===== src/rtl/display_pkg.sv =====
// Shared types and the hex-to-segment table for the display scan controller.
package display_pkg;

  typedef enum logic [1:0] {
    StIdle  = 2'd0,
    StBlank = 2'd1,
    StShow  = 2'd2
  } estado_e;

  localparam logic [6:0] SEG_APAGADO = 7'h7F;

  // gfedcba, active-low
  function automatic logic [6:0] hex_a_seg(input logic [3:0] nibble);
    logic [6:0] seg;
    unique case (nibble)
      4'h0: seg = 7'h40;
      4'h1: seg = 7'h79;
      4'h2: seg = 7'h24;
      4'h3: seg = 7'h30;
      4'h4: seg = 7'h19;
      4'h5: seg = 7'h12;
      4'h6: seg = 7'h02;
      4'h7: seg = 7'h78;
      4'h8: seg = 7'h00;
      4'h9: seg = 7'h18;
      4'hA: seg = 7'h08;
      4'hB: seg = 7'h03;
      4'hC: seg = 7'h46;
      4'hD: seg = 7'h21;
      4'hE: seg = 7'h06;
      4'hF: seg = 7'h0E;
      default: seg = SEG_APAGADO;
    endcase
    return seg;
  endfunction

endpackage


===== src/rtl/seg7_decoder.sv =====
// Combinational hex nibble to active-low gfedcba segment decoder.
module seg7_decoder
  import display_pkg::*;
(
  input  logic [3:0] nibble_i,
  output logic [6:0] seg_o
);

  assign seg_o = hex_a_seg(nibble_i);

endmodule


===== src/rtl/display_scan.sv =====
// Time-multiplexed 7-segment scan controller with blanking gap between digits.
// Optional leading-zero suppression when SUPRIMIR_CEROS_EN is defined.
module display_scan
  import display_pkg::*;
#(
  parameter int unsigned N_DIG       = 4,
  parameter int unsigned REFRESH_DIV = 50000,
  parameter int unsigned BLANK_CYC   = 500
) (
  input  logic                 clk_i,
  input  logic                 rst_i,
  input  logic                 habilita_i,
  input  logic                 carga_i,
  input  logic [4*N_DIG-1:0]   dato_i,
  input  logic [N_DIG-1:0]     punto_i,
  output logic [6:0]           segmentos_o,
  output logic                 punto_o,
  output logic [N_DIG-1:0]     anodo_o
);

  localparam int unsigned MaxCyc = (REFRESH_DIV > BLANK_CYC) ? REFRESH_DIV : BLANK_CYC;
  localparam int unsigned CntW   = $clog2(MaxCyc + 1);
  localparam int unsigned IdxW   = (N_DIG > 1) ? $clog2(N_DIG) : 1;

  estado_e                  state_q, state_d;
  logic [CntW-1:0]          cnt_q, cnt_d;
  logic [IdxW-1:0]          idx_q, idx_d;
  logic [N_DIG-1:0][3:0]    dato_q;
  logic [N_DIG-1:0]         punto_sh_q;
  logic [6:0]               seg_q, seg_d;
  logic                     pt_q, pt_d;
  logic [N_DIG-1:0]         an_q, an_d;
  logic [6:0]               dec_seg;
  logic [6:0]               seg_show;

  seg7_decoder u_dec (
    .nibble_i (dato_q[idx_q]),
    .seg_o    (dec_seg)
  );

`ifdef SUPRIMIR_CEROS_EN
  logic suprime;

  // Blank a non-rightmost digit whose nibble and every higher nibble are zero.
  always_comb begin
    suprime = (idx_q != '0);
    for (int j = 0; j < N_DIG; j++) begin
      if (IdxW'(j) >= idx_q && dato_q[j] != 4'h0) suprime = 1'b0;
    end
  end

  assign seg_show = suprime ? SEG_APAGADO : dec_seg;
`else
  assign seg_show = dec_seg;
`endif

  always_comb begin
    state_d = state_q;
    cnt_d   = cnt_q;
    idx_d   = idx_q;
    seg_d   = seg_q;
    pt_d    = pt_q;
    an_d    = an_q;
    if (!habilita_i) begin
      state_d = StIdle;
      cnt_d   = '0;
      idx_d   = '0;
      seg_d   = SEG_APAGADO;
      pt_d    = 1'b1;
      an_d    = '1;
    end else begin
      unique case (state_q)
        StIdle: begin
          state_d = StBlank;
          cnt_d   = '0;
          idx_d   = '0;
          seg_d   = SEG_APAGADO;
          pt_d    = 1'b1;
          an_d    = '1;
        end
        StBlank: begin
          seg_d = SEG_APAGADO;
          pt_d  = 1'b1;
          an_d  = '1;
          if (cnt_q == CntW'(BLANK_CYC - 1)) begin
            // Shadow is sampled here and held for the whole digit.
            state_d     = StShow;
            cnt_d       = '0;
            seg_d       = seg_show;
            pt_d        = ~punto_sh_q[idx_q];
            an_d[idx_q] = 1'b0;
          end else begin
            cnt_d = cnt_q + 1'b1;
          end
        end
        StShow: begin
          if (cnt_q == CntW'(REFRESH_DIV - 1)) begin
            state_d = StBlank;
            cnt_d   = '0;
            idx_d   = (idx_q == IdxW'(N_DIG - 1)) ? '0 : idx_q + 1'b1;
            seg_d   = SEG_APAGADO;
            pt_d    = 1'b1;
            an_d    = '1;
          end else begin
            cnt_d = cnt_q + 1'b1;
          end
        end
        default: begin
          state_d = StIdle;
          cnt_d   = '0;
          idx_d   = '0;
          seg_d   = SEG_APAGADO;
          pt_d    = 1'b1;
          an_d    = '1;
        end
      endcase
    end
  end

  always_ff @(posedge clk_i or posedge rst_i) begin
    if (rst_i) begin
      state_q <= StIdle;
      cnt_q   <= '0;
      idx_q   <= '0;
      seg_q   <= SEG_APAGADO;
      pt_q    <= 1'b1;
      an_q    <= '1;
    end else begin
      state_q <= state_d;
      cnt_q   <= cnt_d;
      idx_q   <= idx_d;
      seg_q   <= seg_d;
      pt_q    <= pt_d;
      an_q    <= an_d;
    end
  end

  always_ff @(posedge clk_i or posedge rst_i) begin
    if (rst_i) begin
      dato_q     <= '0;
      punto_sh_q <= '0;
    end else if (carga_i) begin
      dato_q     <= dato_i;
      punto_sh_q <= punto_i;
    end
  end

  assign segmentos_o = seg_q;
  assign punto_o     = pt_q;
  assign anodo_o     = an_q;

endmodule


===== config.mk =====
export PLATFORM = sky130hd
export DESIGN_NAME = display_scan
export DESIGN_NICKNAME = d
export VERILOG_FILES = /design/src/rtl/display_pkg.sv /design/src/rtl/seg7_decoder.sv /design/src/rtl/display_scan.sv
export SDC_FILE = /design/constraint.sdc
export NUM_CORES = 1
export LEC_CHECK = 0
export ABC_AREA = 1
export BUFFER_PORTS_ARGS = -buffer_cell sky130_fd_sc_hd__buf_2
export CELL_PAD_IN_SITES_DETAIL_PLACEMENT = 0
export CELL_PAD_IN_SITES_GLOBAL_PLACEMENT = 1
export CORE_UTILIZATION = 47
export DETAILED_ROUTE_END_ITERATION = 10
export PLACE_DENSITY = 0.9
export SYNTH_ARGS = -nofsm -noshare
export SYNTH_HDL_FRONTEND = slang
export SYNTH_SLANG_ARGS = --single-unit
export TNS_END_PERCENT = 1

===== constraint.sdc =====
create_clock -name clk_i -period 2.85 [get_ports clk_i]
set_input_delay 0 -clock clk_i [delete_from_list [all_inputs] [get_ports clk_i]]
set_output_delay 0 -clock clk_i [all_outputs]
set_load 0.05 [all_outputs]

==> summary.txt <==
Status
  • Status: finished, final reports clean

Finish
  • Util after Layout: 58.6%
  • Most common cell after layout, fill and taps aside: nand2_1
  • Area of the multi-input gates: 1430 um2
  • Diodes inserted: 0
  • # nets final: 448
  • Area Overhead vs Synth: 19.1%
  • Share of cells above drive strength 1: 21.2%
  • Most frequent cells in the layout: nand2_1, nor2_1, dfrtp_1
  • Fillers: 554
  • Register Area: 1320 um2

Critical path
  • Kind of critical path: flop to flop
  • Worst Path Required: 3090 ps
  • Element type at the critical path end: flop
  • WP data arrival: 2230 ps
  • Worst-path maximum fanout: 18
  • Startpoint types: flop
  • R2R Setup Slk: 860 ps

Synthesis
  • Post-synthesis cell count: 355
  • Top-area cell type share of the netlist area: 34.2%
  • Synth Register Bits: 52
  • Distinct cells, synth: 28
  • Sequential fraction of the synthesis area: 45.0%
  • Most area-consuming cells after synthesis: dfrtp_1, dfstp_2, nand2_1
  • Mapped cell area: 2930 um2
  • Warnings from Yosys: 0
  • Syn avg cell area: 8.25 um2
  • Syn_nets: 393
  • Post-synth top area cell: dfrtp_1

Clock tree
  • CTS root buffer: clkbuf_8
  • CTS tree: done
  • Htree depth: 2
  • Sink Count: 52
  • Clock buffer depth: 2
  • CTS buffer count: 5
  • Reg clk slew, reported paths: 90 ps
  • Latest clock arrival within the worst-skew pair: 300 ps
  • Post CTS Setup Buffer Count: 0

Global route
  • Remaining Overflow, GRT: 0
  • GRT Total Usage: 20.0%
  • Largest net degree at the start of global routing: 53
  • First-pass GRT wire length: 10.1 mm
  • Initial antenna violation count: 0
  • Vias in the first global route: 2199

Placed design
  • GPL Wtd Cong: 0.829
  • Number of port buffers: 35
  • Detailed placer's ending HPWL: 4.13 mm

STA
  • Clock skew: 6.20 ps
  • Max Slew Vio Count: 0
  • Worst-Margin Slew: 1090 ps
  • Tcrit/Tclk final: 69.8%
  • Maximum clock rate: 0.503 GHz
  • Final hold violations: 0
  • Fin Hold WS: 163 ps
  • Final setup fails: 0
  • Relative slew slack: 27.4%
  • Unrepaired setup endpoints after global routing: false
  • Final Critical Period: 1990 ps
  • Setup_tns: 0 ps

Floorplanning
  • I/O Pins: 36
  • Rows: 28
  • Die Wd: 80.9 um
  • Die H: 80.9 um
  • Starting Density: 49.2%
  • Core area: 5960 um2
  • Full die area: 6550 um2

Worst hold path
  • HP Class: input port to flop

Route
  • WL per Instance: 12.2 um
  • DR vias: 2375
  • Post-route ant nets: 0
  • Initial DRC Count: 107
  • TritonRoute pass-1 iters: 4
  • Drc violations: 0
  • Final wirelength: 5.93 mm
  • Vias per inst: 4.89

Power and ir drop
  • Peak supply drop: 0.390 mV
  • Power per cell area: 533 nW/um2
  • Static Leak: 1.64 nW

Job
  • Max_cap viols: 0
[final cells by class]
class | count | area share (%)
multi-input cells | 262 | 40.9
flip-flops and latches | 52 | 37.7
repair buffers | 57 | 11.3
inverters | 32 | 3.52
well taps | 75 | 2.69
clock buffers | 6 | 2.08
clock inverters | 2 | 1.72
[critical path, stage by stage (launching register included)]
cell     delay [ps]
dfrtp_1         720
inv_4           130
nand2_1          90
nand3_1          60
nand2_1         190
inv_1           100
ha_1            220
nand3_1         120
nand2_1          70
nand2_1          50
nand2_1          50
nor2_1           90
nor2_1           40
[report_power, final]
part / leakage (nW) / internal (mW) / switching, mW
Sequential: 0.639 / 0.784 / 0.0485
Combinational: 0.936 / 0.164 / 0.270
Clock: 0.0654 / 0.351 / 0.241
[registers in the layout, indices dropped and copies added, names as in the netlist]
| name | flops |
|---|---|
| cnt_q | 16 |
| segmentos_o | 7 |
| anodo_o | 4 |
| dato_q | 16 |
| state_q | 2 |
| punto_sh_q | 4 |
| punto_o | 1 |
| idx_q | 2 |
[synth_stat cells]
cell,number
a21oi_1,9
buf_2,2
buf_4,3
buf_6,2
clkbuf_1,2
dfrtp_1,40
dfstp_2,12
ha_1,14
inv_1,29
inv_2,2
inv_4,1
mux2_2,16
nand2_1,84
nand2_2,5
nand2_4,1
nand3_1,28
nand3_2,3
nand3b_1,1
nand4_1,2
nor2_1,70
nor2_2,1
nor2_4,1
nor3_1,1
nor3_2,2
o21ai_0,8
o21ai_1,2
xnor2_1,3
xor2_1,11
[final timing paths]
kind / startpoint / to / depth (start not counted)
min in group asynchronous: rst_i / punto_sh_q[3] / 3
worst min register to register: cnt_q[0] / cnt_q[0] / 1
worst max register to register: idx_q[0] / segmentos_o[3] / 12
worst max-delay path: idx_q[0] / segmentos_o[3] / 12
max in group asynchronous: rst_i / dato_q[6] / 3
worst min-delay path: carga_i / dato_q[10] / 3
[layer usage]
metal,track usage [%],up-vias,wire length [um]
met5,0,-,0
met3,3.82,2,259
li1,-,1222,-
met4,4.64,0,21
met1,29.2,1096,3000
met2,30.6,55,2650
[stage by stage]
stage / setup WS, ps / cell area [um2] / power, mW / cells
after floorplan: 1160 / 2930 / 1.18 / 355
after global placement: 955 / 3130 / 1.25 / 456
after detailed placement: 854 / 3130 / 1.26 / 456
after CTS: 835 / 3490 / 1.88 / 486
after global routing: 540 / 3490 / 1.97 / 486
final: 860 / 3490 / 1.86 / 486
[logic make-up (layout without fill, tap and decap cells)]
group | after synthesis | in the layout | share of synthesized area, %
buffers and inverters | 41 | 97 | 6.32
xor gates and xnor gates | 14 | 14 | 4.19
adders and majority gates | 14 | 14 | 5.98
muxes | 16 | 16 | 6.15
AOI/OAI and AO/OA | 19 | 19 | 3.25
and+or+nand+nor | 199 | 199 | 29.1
DFF | 52 | 52 | 45.0
[repair_timing]
action	4_1_cts	5_1_grt
hold buffers	22	0
endpoints found under the setup margin	0	0
endpoints found under the hold margin	33	0
gates resized for setup	0	0
Note: power is estimated with default switching activity, not from simulation.
